===== src/rtl/execution_stage_issue.sv =====
// ID/EX issue register: accepts decoded instructions, forwards operands from EX/MEM,
// inserts load-use bubbles, honours flush/stall, and counts bubbles (saturating).
package execution_stage_issue_pkg;
   typedef struct packed {
      logic [3:0] alu_op;
      logic       alu_src;
      logic       mem_write;
      logic       branch;
      logic       jump;
   } control_type;
endpackage

module execution_stage_issue
   import execution_stage_issue_pkg::*;
#(
   parameter int unsigned XLEN      = 32,
   parameter int unsigned REGADDR_W = 5,
   parameter int unsigned CNT_W     = 16
) (
   input  logic                 clk,
   input  logic                 rst_n,
   input  logic                 id_valid,
   output logic                 id_ready,
   input  logic [XLEN-1:0]      id_data1,
   input  logic [XLEN-1:0]      id_data2,
   input  logic [XLEN-1:0]      id_immediate,
   input  control_type          id_control,
   input  logic                 id_compflg,
   input  logic [XLEN-1:0]      id_pc,
   input  logic [REGADDR_W-1:0] id_rs1,
   input  logic [REGADDR_W-1:0] id_rs2,
   input  logic [REGADDR_W-1:0] id_rd,
   input  logic                 id_reg_write,
   input  logic                 id_mem_read,
   input  logic [XLEN-1:0]      ex_result,
   input  logic [REGADDR_W-1:0] mem_rd,
   input  logic                 mem_reg_write,
   input  logic [XLEN-1:0]      mem_result,
   input  logic                 ex_stall,
   input  logic                 flush,
   output logic [XLEN-1:0]      data1,
   output logic [XLEN-1:0]      data2,
   output logic [XLEN-1:0]      immediate_data,
   output control_type          control_out,
   output logic                 compflg_out,
   output logic [XLEN-1:0]      program_counter,
   output logic                 ex_valid,
   output logic [REGADDR_W-1:0] ex_rd,
   output logic                 ex_reg_write,
   output logic                 ex_mem_read,
   output logic [CNT_W-1:0]     bubble_count
);

   logic [XLEN-1:0]      r_data1, r_data2, r_imm, r_pc;
   control_type          r_control;
   logic                 r_compflg, r_valid, r_reg_write, r_mem_read;
   logic [REGADDR_W-1:0] r_rd;
   logic [CNT_W-1:0]     r_bubble_count;

   logic                 w_hazard;
   logic [XLEN-1:0]      w_fwd1, w_fwd2;

   // EX forwarding is only legal for non-loads; a load's data isn't ready until MEM
   function automatic logic [XLEN-1:0] fwd(input logic [REGADDR_W-1:0] rs,
                                           input logic [XLEN-1:0]      rf_val);
      logic [XLEN-1:0] v;
      v = rf_val;
      if (rs != '0) begin
         if (r_valid && r_reg_write && !r_mem_read && (r_rd == rs))
            v = ex_result;
         else if (mem_reg_write && (mem_rd == rs))
            v = mem_result;
      end
      return v;
   endfunction

   always_comb begin
      w_hazard = r_valid && r_mem_read && (r_rd != '0) && id_valid &&
                 ((id_rs1 == r_rd) || (id_rs2 == r_rd));
      id_ready = !rst_n && !ex_stall && !w_hazard;
      w_fwd1   = fwd(id_rs1, id_data1);
      w_fwd2   = fwd(id_rs2, id_data2);
   end

   always_ff @(posedge clk) begin
      if (rst_n) begin
         r_data1        <= '0;
         r_data2        <= '0;
         r_imm          <= '0;
         r_pc           <= '0;
         r_control      <= '0;
         r_compflg      <= 1'b0;
         r_valid        <= 1'b0;
         r_rd           <= '0;
         r_reg_write    <= 1'b0;
         r_mem_read     <= 1'b0;
         r_bubble_count <= '0;
      end else if (flush) begin
         r_valid     <= 1'b0;
         r_control   <= '0;
         r_reg_write <= 1'b0;
         r_mem_read  <= 1'b0;
      end else if (ex_stall) begin
         r_valid <= r_valid;
      end else if (w_hazard) begin
         r_valid     <= 1'b0;
         r_control   <= '0;
         r_reg_write <= 1'b0;
         r_mem_read  <= 1'b0;
         if (r_bubble_count != '1)
            r_bubble_count <= r_bubble_count + 1'b1;
      end else if (id_valid) begin
         r_data1     <= w_fwd1;
         r_data2     <= w_fwd2;
         r_imm       <= id_immediate;
         r_pc        <= id_pc;
         r_control   <= id_control;
         r_compflg   <= id_compflg;
         r_valid     <= 1'b1;
         r_rd        <= id_rd;
         r_reg_write <= id_reg_write;
         r_mem_read  <= id_mem_read;
      end else begin
         r_valid     <= 1'b0;
         r_control   <= '0;
         r_reg_write <= 1'b0;
         r_mem_read  <= 1'b0;
      end
   end

   assign data1           = r_data1;
   assign data2           = r_data2;
   assign immediate_data  = r_imm;
   assign program_counter = r_pc;
   assign control_out     = r_control;
   assign compflg_out     = r_compflg;
   assign ex_valid        = r_valid;
   assign ex_rd           = r_rd;
   assign ex_reg_write    = r_reg_write;
   assign ex_mem_read     = r_mem_read;
   assign bubble_count    = r_bubble_count;

endmodule


===== config.mk =====
export PLATFORM = sky130hd
export DESIGN_NAME = execution_stage_issue
export DESIGN_NICKNAME = d
export VERILOG_FILES = /design/src/rtl/execution_stage_issue.sv
export SDC_FILE = /design/constraint.sdc
export NUM_CORES = 1
export LEC_CHECK = 0
export ABC_AREA = 1
export CORE_MARGIN = 4
export CORE_UTILIZATION = 39
export DETAILED_ROUTE_END_ITERATION = 8
export PLACE_DENSITY = 0.77
export SLEW_MARGIN = 20
export SYNTH_ARGS = -nofsm -noshare
export SYNTH_HDL_FRONTEND = slang
export SYNTH_SLANG_ARGS = --single-unit
export TNS_END_PERCENT = 5

===== constraint.sdc =====
create_clock -name clk -period 1.7 [get_ports clk]
set_clock_uncertainty 0.1 [all_clocks]
set_input_delay 0.17 -clock clk [delete_from_list [all_inputs] [get_ports clk]]
set_output_delay 0.17 -clock clk [all_outputs]
set_load 0.02 [all_outputs]

After elaboration in Yosys (flattened, before gate mapping)

Index checks and enable logic that the tools add are counted.

Output and inout port bits: 162
Logic and storage cells: 63
Register bits: 161
Bits of input ports: 229

Eq/ne operators: 7
Bitwise logic cells: 3
Mux-type cells: 14
Reduce and logical (&&, ||, !) cells: 23
Add/sub/neg operators: 1

Operators by type and width:

| operator                                      | count |
|---|---|
| two-way mux 32 bit                            | 6 |
| equality test 5 bit                           | 6 |
| adder 16 x 1 -> 16 bit, second input constant | 1 |
| two-way mux 8 bit                             | 2 |
| inequality test 16 bit, second input constant | 1 |
| nonzero test 5 bit                            | 3 |
| logical AND 1 bit                             | 12 |
| AND reduction 4 bit                           | 2 |
| two-way mux 1 bit                             | 6 |
| zero test 1 bit                               | 4 |
| NOT 1 bit                                     | 3 |
| OR reduction 2 bit                            | 1 |
| logical OR 1 bit                              | 1 |

Longest topological paths before layout

Gate-level depths: netlist of the first run.

Depth in word-level cells: 6
Gate-level depth with buffers: 14
Depth with buffers taken out: 12

Least setup slack after synthesis of the first run

No wires, ideal clock.

Kind: reg2reg
Start: register r_bubble_count[0] (netlist: bubble_count[0])
End: register r_bubble_count[1] (netlist: bubble_count[1])
Library setup time: 116 ps
Clock period less this slack: 1986 ps
Buffers on the path: 1
Stages on the path, launching flop included: 10
Path slack: -286 ps
Arrival: 1770 ps
Path through: dfxtp_1 -> ha_1 -> nand2_1 -> nor3_4 -> nand3_1 -> o21ai_1 -> nor2_4 -> buf_2 -> o21ai_0 -> nor2_1

Word-level cells in the longest chain between the ends: 2

RTL lines:

| what                                                                           | line | RTL |
|---|---|---|
| start, declared                                                                | 58   | `logic [CNT_W-1:0] r_bubble_count;` |
| start signal, assigned                                                         | 111  | `r_bubble_count <= r_bubble_count + 1'b1;` |
| parallel branches: the longest is 2 deep, another holds adder 16 x 1 -> 16 bit | n/a  |  |

Parallel ways; which one is timed is not known.
A chain may end at the register's enable or synchronous reset.

Worst setup path in the final report of the first run

Start: register r_rd[1] (netlist: ex_rd[1])
End: register r_bubble_count[10] (netlist: bubble_count[10])

Word-level cells in the longest chain between the ends: 5

RTL lines:

| what                                   | line | RTL |
|---|---|---|
| start, declared                        | 57   | `logic [REGADDR_W-1:0] r_rd;` |
| start signal, assigned                 | 120  | `r_rd <= id_rd;` |
| nonzero test 5 bit                     | 78   | `w_hazard = r_valid && r_mem_read && (r_rd != '0) && id_valid &&` |
| logical AND 1 bit (2 in series)        | 78   |  |
| logical AND 1 bit *                    | 78   |  |
| AND reduction 4 bit (no source line) * | n/a  |  |

Mark *: on every way between the ends. The rest lies on a longest branch, timed or not.

==> results of run 1 <==
-- registers in the layout, indices dropped and copies added (netlist names) --
| signal | count |
|---|---|
| compflg_out | 1 |
| ex_rd | 5 |
| data2 | 32 |
| ex_mem_read | 1 |
| data1 | 32 |
| ex_valid | 1 |
| ex_reg_write | 1 |
| bubble_count | 16 |
| program_counter | 32 |
| control_out | 8 |
| immediate_data | 32 |
-- per-layer routing --
layer	routed length, um	share of wire, %	global-route usage (%)
met4	1453	3.9	10.18
met2	17660	48	44.52
met1	14370	39	33.39
met3	3654	9.8	6.859
met5	25	0.067	0
-- worst min path at each step --
stage                                            from                          endpoint  slack (ns)  depth (start not counted)
final                                       id_pc[17]  program_counter[17]$_SDFFE_PP0P_        0.23                          3
after global routing                         id_pc[9]   program_counter[9]$_SDFFE_PP0P_        0.21                          3
after CTS                                    id_rd[2]             ex_rd[2]$_SDFFE_PP0P_        0.20                          3
after detailed placement  control_out[2]$_SDFFE_PP0N_       control_out[2]$_SDFFE_PP0N_        0.36                          2
after global placement    control_out[1]$_SDFFE_PP0N_       control_out[1]$_SDFFE_PP0N_        0.35                          2
after floorplan                                 rst_n     bubble_count[15]$_SDFFE_PP0P_        0.14                          1
-- layout by cell type (no fill, tap or decap), drive strengths merged, types with 2 or more instances in the layout --
| master | netlist | layout |
|---|---|---|
| dfxtp | 161 | 161 |
| a21oi | 27 | 27 |
| clkbuf | 40 | 21 |
| clkinvlp | 0 | 2 |
| nand3 | 276 | 276 |
| nor2 | 238 | 238 |
| dlygate4sd2 | 0 | 47 |
| o22ai | 2 | 2 |
| dlymetal6s2s | 0 | 28 |
| nor3 | 7 | 7 |
| inv | 190 | 197 |
| nand4 | 16 | 16 |
| xnor2 | 7 | 7 |
| nand2 | 353 | 353 |
| xor2 | 6 | 6 |
| clkinv | 0 | 3 |
| o21ai | 75 | 75 |
| buf | 56 | 88 |
| clkdlybuf4s50 | 0 | 314 |
-- through the flow --
| stage | cell area [um2] | hold slack, ns | setup WS [ns] | cells |
|---|---|---|---|---|
| global placement | 14080 | 0.3523 | -0.5177 | 2151 |
| finish | 14980 | 0.2255 | -0.2492 | 2191 |
| floorplan | 9398 | 0.1391 | -0.01711 | 1457 |
| global route | 14980 | 0.2136 | -0.3445 | 2191 |
| CTS | 14670 | 0.2038 | -0.2289 | 2183 |
| detailed placement | 14080 | 0.3605 | -0.5380 | 2151 |
-- final cells by class --
cell class / instances / area [um2]
Clock buffer: 19 / 442.9
Tap cell: 319 / 399.1
Timing Repair Buffer: 479 / 4917
Inverter: 190 / 720.7
Clock inverter: 13 / 142.6
Sequential cell: 161 / 3249
Multi-Input combinational cell: 1010 / 5112
Fill cell: 2050 / 8488
-- worst reg2reg max path, stage by stage, from the launching register on --
cell	delay (ns)
dfxtp_4	0.39
inv_4	0.05
nand2_2	0.05
nand2_2	0.07
nor2_4	0.13
nand3_2	0.08
nand2_2	0.10
nand2_4	0.08
buf_6	0.13
buf_6	0.11
nor2_4	0.09
buf_12	0.14
buf_12	0.13
nand3_1	0.10
a21oi_2	0.14
-- Yosys cell counts (all sizes together) --
| cell type | n |
|---|---|
| nand3 | 276 |
| inv | 190 |
| o22ai | 2 |
| clkbuf | 40 |
| ha | 1 |
| xor2 | 6 |
| dfxtp | 161 |
| o21ai | 75 |
| nand2 | 353 |
| o21a | 1 |
| nor2 | 238 |
| nor4 | 1 |
| nor3 | 7 |
| nand4 | 16 |
| buf | 56 |
| xnor2 | 7 |
| a21oi | 27 |
-- power by group --
group	leakage [nW]	switching, mW	internal (mW)	total [mW]
Sequential	1.32	0.0955	3.94	4.03
Combinational	5.70	1.12	1.09	2.21
Clock	0.282	1.84	2.12	3.96
Total	7.31	3.06	7.15	10.2
-- what timing repair did --
item / CTS / global route
setup endpoints to repair: 198 / 181
resized for setup: 90 / 80
gates cloned: 0 / 3
buffers inserted: 0 / 5
pin swaps: 9 / 14
-- kinds of logic (layout without fill, tap and decap cells) --
group	after synthesis	after routing	share of synthesized area, %
compound gates	105	105	5.688
xor+xnor	13	13	1.221
simple gates	891	891	45.14
flops	161	161	34.56
buf+inv	286	701	13.25
fa+ha+maj	1	1	0.1341
==> reports/qor.csv, run 1 <==
stage;metric;value;unit
outcome;status;complete, but fails checks;
outcome;failing checks;negative setup slack;
global_route;pin count of the biggest net entering global routing;55;
placed_design;DP Wirelength;26930;um
synth;post-synthesis sequential area ratio;34.56;%
critical_path;top cell family by delay on the critical path;simple AND/OR/NAND/NOR gates;
critical_path;CP endpoint kind;register;
synth;Synth Cell Area;0.009326;mm2
pwr;Power, Total;10.20;mW
floorplanning;Core Box Area;0.02347;mm2
critical_path;worst r2r dst;bubble_count[10]$_SDFFE_PP0P_;
critical_path;Worst Reg-to-Reg Cells;14;
floorplanning;# rows;56;
global_route;Total GRT Usage;26.74;%
floorplanning;width of the die;162.6;um
timing;Setup TNS Final;-21.18;ns
critical_path;crit path from;ex_rd[1]$_SDFFE_PP0P_;
timing;Final WS setup;-0.2492;ns
clocking;Root Buffer;clkbuf_16;
timing;fmax;513.0;MHz
synth;Yosys Warn Count;0;
clocking;Inserted Clock Buffers;17;
placed_design;RePlAce Congestion;0.9074;
synth;Unique masters post-synth;31;
critical_path;Crit-path slowest cell;dfxtp_4;
detailed_routing;drt pass-1 iters;8;
critical_path;most numerous cell on the critical path;nand2_2;
clocking;Clock Sinks;161;
synth;post-synth top area share;34.56;%
layout;utilization after layout;63.84;%
critical_path;Buf/Inv on CP;5;
global_route;first-pass GRT wire length;56970;um
pwr;VDD IR max;589.2;uV
detailed_routing;WL final;37160;um
synth;leading post-synthesis cells by cell area;dfxtp_1, nand2_1, nand3_1;
floorplanning;Die ar.;0.02645;mm2
critical_path;crit path DAT;2.21;ns
critical_path;CP Class;reg2reg;
clocking;CTS tree;done;
placed_design;Port Buffers;390;
synth;largest area contributor in the netlist;dfxtp_1;
floorplanning;Starting Density;39.73;%
timing;Max Slew Vio Count;0;
clocking;hold_buf cts;0;
critical_path;CP Cell Sequence;inv_4, nand2_2, nand2_2, nor2_4, nand3_2, nand2_2, nand2_4, buf_6, buf_6, nor2_4, buf_12, buf_12, nand3_1, a21oi_2;
critical_path;Stages on worst setup path;14;
detailed_routing;routed vias;11192;
detailed_routing;DR DRC count;0;
timing;min cycle time layout;1.949;ns
worst_hold_path;worst hold path type;in2reg;
synth;Synth Register Bits;161;
timing;Tcrit/Tclk final;114.7;%
critical_path;type of origin of the critical path;register;
critical_path;RR Startpoint;ex_rd[1]$_SDFFE_PP0P_;
detailed_routing;Vias per Instance;5.108;
layout;P&R area growth vs syn;60.67;%
synth;Cells after Synth;1457;
timing;Final Hold Fails;0;
detailed_routing;Routed Antenna Nets;0;
layout;layout cells sized above 1;16.61;%
pwr;Pwr per Cell Area;680.9;mW/mm2
floorplanning;Die Ht;162.6;um
layout;nets;2089;
critical_path;Worst Path Required;1.96;ns
synth;Syn Nets;1687;
critical_path;worst reg-to-reg setup slack;-0.25;ns
timing;RSZ-0062 raised after global routing;yes;
global_route;vias in the first global route;10611;
detailed_routing;Detailed Route Iter0 Violations;1079;
clocking;Clock Latency Late Sink;0.42;ns
pwr;Pleak;7.307;nW
timing;final setup vio count;151;
clocking;H-Tree Level Count;4;
clocking;Max clock buf depth;2;
detailed_routing;wire length per cell;16.96;um
layout;n_diodes;0;
job;Max Cap Viol;0;
critical_path;crit-path max FO;6;
critical_path;CP peak stage delay;0.39;ns
global_route;initial antenna violation count;2;
critical_path;Setup crit end;bubble_count[10]$_SDFFE_PP0P_;
timing;Slew @ Worst Pin;0.4325;ns
clocking;Worst-path clk slew;0.07;ns
floorplanning;io pins;391;
global_route;grt ovf;0;
synth;Avg Cell Area, Syn;6.401;um2
timing;slew margin rel.;71.28;%
(Power assumes the default switching activity.)
==> inputs of run 2 (changes only) <==
--- a/config.mk
+++ b/config.mk
@@ -10,7 +10,7 @@
 export CORE_UTILIZATION = 39
 export DETAILED_ROUTE_END_ITERATION = 8
 export PLACE_DENSITY = 0.77
-export SLEW_MARGIN = 20
+export SLEW_MARGIN = 5
 export SYNTH_ARGS = -nofsm -noshare
 export SYNTH_HDL_FRONTEND = slang
 export SYNTH_SLANG_ARGS = --single-unit
==> results of run 2 <==
The final DEF is identical to that of run 1; final timing and power are the same.
==> inputs of run 3 (changes only) <==
--- a/config.mk
+++ b/config.mk
@@ -6,6 +6,7 @@
 export NUM_CORES = 1
 export LEC_CHECK = 0
 export ABC_AREA = 1
+export CAP_MARGIN = 10
 export CORE_MARGIN = 4
 export CORE_UTILIZATION = 39
 export DETAILED_ROUTE_END_ITERATION = 8
==> results of run 3 <==
The final DEF is identical to that of run 1; final timing and power are the same.
